===== src/rtl/pcie_cpl_gen.sv =====
`default_nettype none
// ----------------------------------------------------------------------------
// pcie_cpl_gen : queues 2-DW memory read requests, reads 64 bits of local
//                register space and returns each as a 5-DW CplD TLP.
// Revision     : 1.0
// ----------------------------------------------------------------------------
module pcie_cpl_gen #(
  parameter int FIFO_DEPTH   = 4,
  parameter int READ_LATENCY = 2
) (
  input  logic        clock,
  input  logic        reset,
  input  logic        read_valid,
  input  logic [12:0] address,
  input  logic [23:0] rid_tag,
  input  logic [15:0] completer_id,
  output logic        rd_en,
  output logic [12:0] rd_addr,
  input  logic [63:0] rd_data,
  output logic        overflow,
  output logic        tvalid,
  input  logic        tready,
  output logic        tlast,
  output logic [7:0]  tkeep,
  output logic [63:0] tdata
);

  localparam int          AW       = $clog2(FIFO_DEPTH);
  localparam logic [AW:0] C_FULL   = (AW+1)'(FIFO_DEPTH);
  localparam logic [2:0]  C_LAT    = 3'(READ_LATENCY);

  localparam logic [2:0] S_IDLE  = 3'd0;
  localparam logic [2:0] S_READ  = 3'd1;
  localparam logic [2:0] S_BEAT0 = 3'd2;
  localparam logic [2:0] S_BEAT1 = 3'd3;
  localparam logic [2:0] S_BEAT2 = 3'd4;

  logic [36:0]   mem_q [FIFO_DEPTH];
  logic [AW-1:0] wr_ptr_q, rd_ptr_q;
  logic [AW:0]   count_q;
  logic [2:0]    state_q, state_d;
  logic [2:0]    lat_cnt_q;
  logic [12:0]   addr_q;
  logic [23:0]   rid_q;
  logic [63:0]   data_q;
  logic [15:0]   cid_q;
  logic          rd_en_q;
  logic [12:0]   rd_addr_q;
  logic          overflow_q;

  logic          w_empty, w_full, w_pop, w_push, w_hs;
  logic [36:0]   w_head;

  assign w_empty = (count_q == '0);
  assign w_full  = (count_q == C_FULL);
  assign w_pop   = (state_q == S_IDLE) && !w_empty;
  // A full queue still accepts a push when the head leaves in the same cycle.
  assign w_push  = read_valid && (!w_full || w_pop);
  assign w_head  = mem_q[rd_ptr_q];
  assign w_hs    = tvalid && tready;

  always_ff @(posedge clock) begin
    if (w_push) mem_q[wr_ptr_q] <= {address, rid_tag};
  end

  always_ff @(posedge clock or posedge reset) begin
    if (reset) begin
      wr_ptr_q   <= '0;
      rd_ptr_q   <= '0;
      count_q    <= '0;
      overflow_q <= 1'b0;
    end else begin
      if (w_push) wr_ptr_q <= wr_ptr_q + 1'b1;
      if (w_pop)  rd_ptr_q <= rd_ptr_q + 1'b1;
      if (w_push && !w_pop)      count_q <= count_q + 1'b1;
      else if (!w_push && w_pop) count_q <= count_q - 1'b1;
      if (read_valid && !w_push) overflow_q <= 1'b1;
    end
  end

  always_comb begin
    state_d = state_q;
    case (state_q)
      S_IDLE:  if (!w_empty) state_d = S_READ;
      S_READ:  if (lat_cnt_q == 3'd0) state_d = S_BEAT0;
      S_BEAT0: if (w_hs) state_d = S_BEAT1;
      S_BEAT1: if (w_hs) state_d = S_BEAT2;
      S_BEAT2: if (w_hs) state_d = S_IDLE;
      default: state_d = S_IDLE;
    endcase
  end

  always_ff @(posedge clock or posedge reset) begin
    if (reset) begin
      state_q   <= S_IDLE;
      lat_cnt_q <= '0;
      addr_q    <= '0;
      rid_q     <= '0;
      data_q    <= '0;
      cid_q     <= '0;
      rd_en_q   <= 1'b0;
      rd_addr_q <= '0;
    end else begin
      state_q <= state_d;
      rd_en_q <= w_pop;
      if (w_pop) begin
        rd_addr_q <= w_head[36:24];
        addr_q    <= w_head[36:24];
        rid_q     <= w_head[23:0];
        lat_cnt_q <= C_LAT;
      end
      if (state_q == S_READ) begin
        if (lat_cnt_q == 3'd0) begin
          data_q <= rd_data;
          cid_q  <= completer_id;
        end else begin
          lat_cnt_q <= lat_cnt_q - 1'b1;
        end
      end
    end
  end

  function automatic logic [31:0] bswap(input logic [31:0] x);
    return {x[7:0], x[15:8], x[23:16], x[31:24]};
  endfunction

  logic [31:0] w_dw0, w_dw1, w_dw2;
  assign w_dw0 = {1'b0, 7'b1001010, 14'd0, 10'd2};
  assign w_dw1 = {cid_q, 3'b000, 1'b0, 12'd8};
  assign w_dw2 = {rid_q, 1'b0, addr_q[3:0], 3'b000};

  always_comb begin
    tvalid = 1'b0;
    tlast  = 1'b0;
    tkeep  = 8'h00;
    tdata  = 64'd0;
    case (state_q)
      S_BEAT0: begin
        tvalid = 1'b1;
        tkeep  = 8'hFF;
        tdata  = {w_dw1, w_dw0};
      end
      S_BEAT1: begin
        tvalid = 1'b1;
        tkeep  = 8'hFF;
        tdata  = {bswap(data_q[31:0]), w_dw2};
      end
      S_BEAT2: begin
        tvalid = 1'b1;
        tlast  = 1'b1;
        tkeep  = 8'h0F;
        tdata  = {32'd0, bswap(data_q[63:32])};
      end
      default: ;
    endcase
  end

  assign rd_en    = rd_en_q;
  assign rd_addr  = rd_addr_q;
  assign overflow = overflow_q;

endmodule
`default_nettype wire


===== config.mk =====
export PLATFORM = sky130hd
export DESIGN_NAME = pcie_cpl_gen
export DESIGN_NICKNAME = d
export VERILOG_FILES = /design/src/rtl/pcie_cpl_gen.sv
export SDC_FILE = /design/constraint.sdc
export NUM_CORES = 1
export LEC_CHECK = 0
export CAP_MARGIN = 20
export CELL_PAD_IN_SITES_DETAIL_PLACEMENT = 0
export CELL_PAD_IN_SITES_GLOBAL_PLACEMENT = 2
export CORE_MARGIN = 10
export CORE_UTILIZATION = 42
export DETAILED_ROUTE_END_ITERATION = 10
export PLACE_DENSITY_LB_ADDON = 0.1
export SYNTH_ARGS = -nofsm -noshare
export SYNTH_HDL_FRONTEND = slang
export SYNTH_SLANG_ARGS = --single-unit

===== constraint.sdc =====
create_clock -name clock -period 7.2 [get_ports clock]
set_input_delay 0.72 -clock clock [delete_from_list [all_inputs] [get_ports clock]]
set_output_delay 0.72 -clock clock [all_outputs]
set_load 0.02 [all_outputs]

==> results.md, run 1 <==
- Place WS: 3880 ps
- Max incr delay on CP: 800 ps
- Unique masters post-synth: 41
- Chip height: 186 um
- Crit path buf inv count: 2
- CP cell instances: nand2b_1 > inv_1 > a22o_1 > clkdlybuf4s50_1
- Ys Warns: 0
- CTS Hold Bufs: 0
- Area contributors post-synth: edfxtp_1 38%, dfrtp_1 28%, mux2_4 10%
- DP HPWL: 17.4 mm
- Synthesized instance count: 625
- CORE AREA: 0.0271 mm2
- Max-slew violation count: 0
- Commonest non-fill, non-tap cell in the layout: clkdlybuf4s50_1
- Via Count: 6201
- Max_slew headroom: 25.8%
- Worst VDD drop: 0.268 mV
- PnR Total Power: 6820 uW
- Setup Viol. Count Final: 0
- Most frequent cells in the layout: 209 x clkdlybuf4s50_1, 148 x edfxtp_1, 130 x dfrtp_1
- Number of remaining DRC errors: 0
- Required time worst endpoint: 6480 ps
- Synth Register Bits: 280
- Clk slew on worst S/H paths: 60 ps
- Post-Syn Area: 0.0116 mm2
- Vias in the first global route: 6932
- DRT iter0 DRCs: 364
- Final worst slack: 3360 ps
- Largest net degree at the start of global routing: 82
- Row Count: 60
- Resize count post-CTS: 0
- Top delay family on crit path: buffers and inverters
- Setup TNS: 0 ps
- Starting Density: 42.9%
- Nets@finish: 962
- Post-route insts no fill: 1230
- Slowest stage cell, crit path: nand2b_1
- First-pass GRT wire length: 42.5 mm
- Syn_area_per_cell: 18.6 um2
- Endpoints failing hold: 0
- Share of post-route cells with drive strength above 1: 26.4%
- DRT antenna net count: 0
- Post-synth top area cell: edfxtp_1
- Crit start category: flip-flop
- Worst hold slack: 479 ps
- Final worst-path cycle share: 53.3%
- H-tree levels: 1
- Register area share after synthesis: 66.6%
- Final Critical Period: 3840 ps
- Total GRT Usage: 15.4%
- Leak: 0.00598 uW
- Placed cell count: 1170
- Max FO, Critical Path: 21
- Power per Cell Area: 453 mW/mm2
- CTS Root Cell: clkbuf_16
- Worst skew pair latency: 560 ps
- Vias/cell: 5.04
- Worst Path Arrival: 3120 ps
- Layout area overhead: 29.6%
- Post-Syn Nets: 754
- IO Port Bufs: 209
- Longest Clk Path Bufs: 3
- Multi-input logic area: 0.00354 mm2
- Synth top area share: 38.2%
- GP Congestion: 0.743
- TritonCTS buffer count: 30
- Die Width: 186 um
- CTS tree: done
- Max_cap viols: 0
- Critical path endpoint category: output pin
- Pre-Repair DR Iteration Count: 4
- Unrepaired setup endpoints after global routing: no
- Antenna violations before repair: 1
- Ports: 210
- WL per Instance: 22.1 um
- Total Die Area: 0.0348 mm2
- Status: finished, final reports clean
- Setup Skew: 19.9 ps
- Global route total overflow: 0
- Setup bufs post-CTS: 0
- Max Freq: 261 MHz
- Crit Path Class: reg -> out
- Hold Crit Class: reg -> reg
- Fillers: 2151
- Worst slew pin tran: 1110 ps
- Final wirelength: 27.2 mm
- # clock sinks: 280
- Reg area: 0.00775 mm2
[registers in the layout, summed over array words and instances, names as in the netlist]
signal,cells
data_q,64
rid_q,24
wr_ptr_q,2
rd_ptr_q,2
lat_cnt_q,3
rd_en,1
count_q,3
cid_q,16
state_q,3
overflow,1
mem_q,148
rd_addr,13
[area by class of cell]
class	instances	share of cell area (%)
sequential	280	51.4
multi-input combinational	292	23.5
timing repair buffer	218	14.7
clock buffer	34	5.08
tap	372	3.09
clock inverter	22	1.92
inverter	11	0.307
antenna	1	0.0166
[Yosys cell counts (all sizes together)]
| library cell | instances |
|---|---|
| nand2 | 7 |
| a31oi | 1 |
| and3b | 1 |
| o21bai | 1 |
| nand3b | 1 |
| a32o | 1 |
| edfxtp | 148 |
| nand2b | 5 |
| nand3 | 1 |
| nor3 | 1 |
| mux4 | 37 |
| xor2 | 3 |
| mux2 | 119 |
| a21oi | 4 |
| dfrtp | 132 |
| o21ai | 2 |
| buf | 34 |
| a22o | 28 |
| a22oi | 2 |
| ha | 7 |
| a41o | 1 |
| a311oi | 1 |
| and3 | 3 |
| mux2i | 17 |
| nor2 | 20 |
| a221oi | 1 |
| or3 | 2 |
| inv | 11 |
| and2 | 19 |
| fa | 1 |
| xnor2 | 4 |
| clkbuf | 8 |
| nor3b | 1 |
| nor2b | 1 |
[kinds of logic (layout without fill, tap and decap cells)]
logic type / count (synthesis) / count (layout) / share of synthesized area [%]
AO/OA/AOI/OAI: 42 / 42 / 3.07
XOR/XNOR: 7 / 7 / 0.527
adder cells (fa/ha/maj): 8 / 8 / 0.925
buffers and inverters: 53 / 285 / 3.02
flip-flops: 280 / 280 / 66.6
multiplexers: 173 / 173 / 22.8
other: 0 / 1 / 0
AND/OR/NAND/NOR: 62 / 62 / 3.10
[metal layers]
layer  GRT usage [%]  wire length, um  share of wire (%)  vias up
met5               0                0                  0        -
met4            3.22              425                1.6        0
met3            4.21             1800                6.6       32
met2            24.8            12700                 47      191
met1            20.3            12300                 45     3193
li1                -                -                  -     2785
[where the power goes]
part	switching (uW)	total, uW	internal (uW)
logic	1150	2590	1440
clock network	631	1610	983
registers	341	2620	2280
[final timing paths]
check / start / end / slack, ps / cells past startpoint
max in group asynchronous: reset / rd_ptr_q[1] / 5220 / 3
setup reg to reg: state_q[0] / data_q[19] / 4460 / 5
setup / recovery: state_q[2] / tdata[30] / 3360 / 4
hold / removal: overflow / overflow / 480 / 1
min in group asynchronous: reset / data_q[16] / 710 / 2
hold reg to reg: overflow / overflow / 480 / 1
[metrics by stage]
| step | util [%] | instance area, um2 |
|---|---|---|
| CTS | 55.3 | 15000 |
| global placement | 51.4 | 13900 |
| floorplan | - | 11600 |
| finish | 55.6 | 15100 |
| global route | 55.6 | 15100 |
| detailed placement | 51.4 | 13900 |
(Power assumes the default switching activity.)
==> run 2: changes to the inputs <==
CORE_UTILIZATION = 39   (was 42)
clock period = 4 ns   (was 7.2 ns; I/O delays follow)
==> run 2 against run 1 <==
  * Clock skew fell by 9.7 ps
  * Power grew 76%
  * Sequential power is 83% higher
  * Cell area shrank 0.72%
==> results.md, run 2 (synthesis gave the netlist of run 1 again) <==
- CORE AREA: 0.0296 mm2
- Final Critical Period: 3550 ps
- Setup Viol. Count Final: 0
- Unrepaired setup endpoints after global routing: no
- Max FO, Critical Path: 21
- Post-route insts no fill: 1254
- First-pass GRT wire length: 43.1 mm
- Total Die Area: 0.0371 mm2
- CTS Hold Bufs: 0
- IO Port Bufs: 209
- Most frequent cells in the layout: 209 x clkdlybuf4s50_1, 148 x edfxtp_1, 130 x dfrtp_1
- Worst skew pair latency: 550 ps
- Status: finished, final reports clean
- Via Count: 6222
- Reg with most FFs: mem_q
- Vias/cell: 4.96
- Starting Density: 39.4%
- DRT iter0 DRCs: 284
- Nets@finish: 967
- Setup Skew: 10.2 ps
- Total GRT Usage: 15.1%
- Clk slew on worst S/H paths: 60 ps
- WL per Instance: 22.6 um
- Placed cell count: 1194
- Die Width: 193 um
- Required time worst endpoint: 3600 ps
- GP Congestion: 0.748
- CTS Root Cell: clkbuf_16
- Layout area overhead: 28.6%
- Leak: 0.00592 uW
- Fillers: 2464
- Max Freq: 282 MHz
- Endpoints failing hold: 0
- Final wirelength: 28.3 mm
- Setup TNS: 0 ps
- Chip height: 193 um
- CP cell instances: nand2b_1 > inv_1 > a22o_1 > clkdlybuf4s50_1
- DRT antenna net count: 0
- Crit start category: flip-flop
- TritonCTS buffer count: 31
- Largest net degree at the start of global routing: 104
- Hold Crit Class: in -> async
- Longest Clk Path Bufs: 3
- Max_slew headroom: 29.4%
- Critical path endpoint category: output pin
- Number of remaining DRC errors: 0
- Max incr delay on CP: 850 ps
- Worst hold slack: 163 ps
- Resize count post-CTS: 0
- # clock sinks: 280
- Cell count of the worst reg-to-reg path: 8
- Pre-Repair DR Iteration Count: 4
- Largest regs: mem_q: 148 flops, data_q: 64 flops, rid_q: 24 flops
- Global route total overflow: 0
- Crit path buf inv count: 2
- Worst slew pin tran: 1060 ps
- CTS tree: done
- Worst VDD drop: 0.397 mV
- Row Count: 63
- Vias in the first global route: 6952
- Reg2Reg Setup Slack: 1420 ps
- FF-to-FF Start: state_q[0]
- Antenna violations before repair: 1
- Ports: 210
- DP HPWL: 18.5 mm
- H-tree levels: 1
- Top delay family on crit path: buffers and inverters
- Share of post-route cells with drive strength above 1: 25.4%
- FF-to-FF End: count_q[2]
- Setup bufs post-CTS: 0
- Max reg flops: 148
- Final worst-path cycle share: 88.7%
- Commonest non-fill, non-tap cell in the layout: clkdlybuf4s50_1
- Max-slew violation count: 0
- Power per Cell Area: 802 mW/mm2
- Worst Path Arrival: 3150 ps
- Max_cap viols: 0
- Crit Path Class: reg -> out
- Slowest stage cell, crit path: nand2b_1
==> run 2: cell types whose count changed in the layout (fill, tap and decap cells not counted), sizes merged <==
cell | previous run | this run
inv | 11 | 12
buf | 9 | 13
clkinv | 13 | 12
clkinvlp | 3 | 1
clkbuf | 34 | 43
bufinv | 6 | 1
==> run 2: how the worst max path moves through the flow <==
| stage | start | endpoint | slack, ps | cells past startpoint |
|---|---|---|---|---|
| final | state_q[2] | tdata[27] | 450 | 4 |
| after global routing | state_q[2] | tdata[27] | 220 | 4 |
| after CTS | state_q[2] | tdata[27] | 330 | 4 |
| after detailed placement | state_q[2] | tdata[27] | 920 | 4 |
| after global placement | state_q[2] | tdata[30] | 1080 | 4 |
| after floorplan | reset | cid_q[0] | 70 | 1 |
==> run 2: layer usage <==
layer  GRT usage (%)  wire length (um)  vias to the layer above
li1                -                 -                     2803
met1            21.0             12600                     3215
met2            23.8             13000                      176
met3            3.52              2260                       28
met4            2.95               399                        0
met5               0                 0                        -
==> run 2: area by class of cell <==
| type | instances | area, um2 | area share, % |
|---|---|---|---|
| Antenna cell | 1 | 2.50 | 0.0167 |
| Multi-Input combinational cell | 292 | 3550 | 23.7 |
| Inverter | 11 | 46.3 | 0.309 |
| Clock inverter | 15 | 96.3 | 0.644 |
| Sequential cell | 280 | 7750 | 51.8 |
| Clock buffer | 43 | 821 | 5.49 |
| Timing Repair Buffer | 222 | 2210 | 14.8 |
| Tap cell | 390 | 488 | 3.26 |
==> run 2: power breakdown <==
group          switching, uW  internal (uW)
logic                   2030           2590
clock network           1100           1490
registers                704           4090
total                   3830           8170
==> run 2: through the flow <==
stage | power [uW] | cell area, um2 | utilization, % | setup slack [ps]
after floorplan | 7920 | 11600 | - | 74.0
after global placement | 9420 | 14000 | 47.4 | 1080
after detailed placement | 9560 | 14000 | 47.4 | 921
after CTS | 12200 | 14900 | 50.5 | 330
after global routing | 12700 | 15000 | 50.6 | 222
final | 12000 | 15000 | 50.6 | 451
==> run 2: worst reg2reg max path, delay by kind of cell (launching register included) <==
| family | cells | cell delay [ps] |
|---|---|---|
| xor gates and xnor gates | 2 | 350 |
| DFF | 1 | 540 |
| adders and majority gates | 2 | 620 |
| buffers and inverters | 1 | 60 |
| AOI/OAI and AO/OA | 1 | 320 |
| and+or+nand+nor | 2 | 600 |
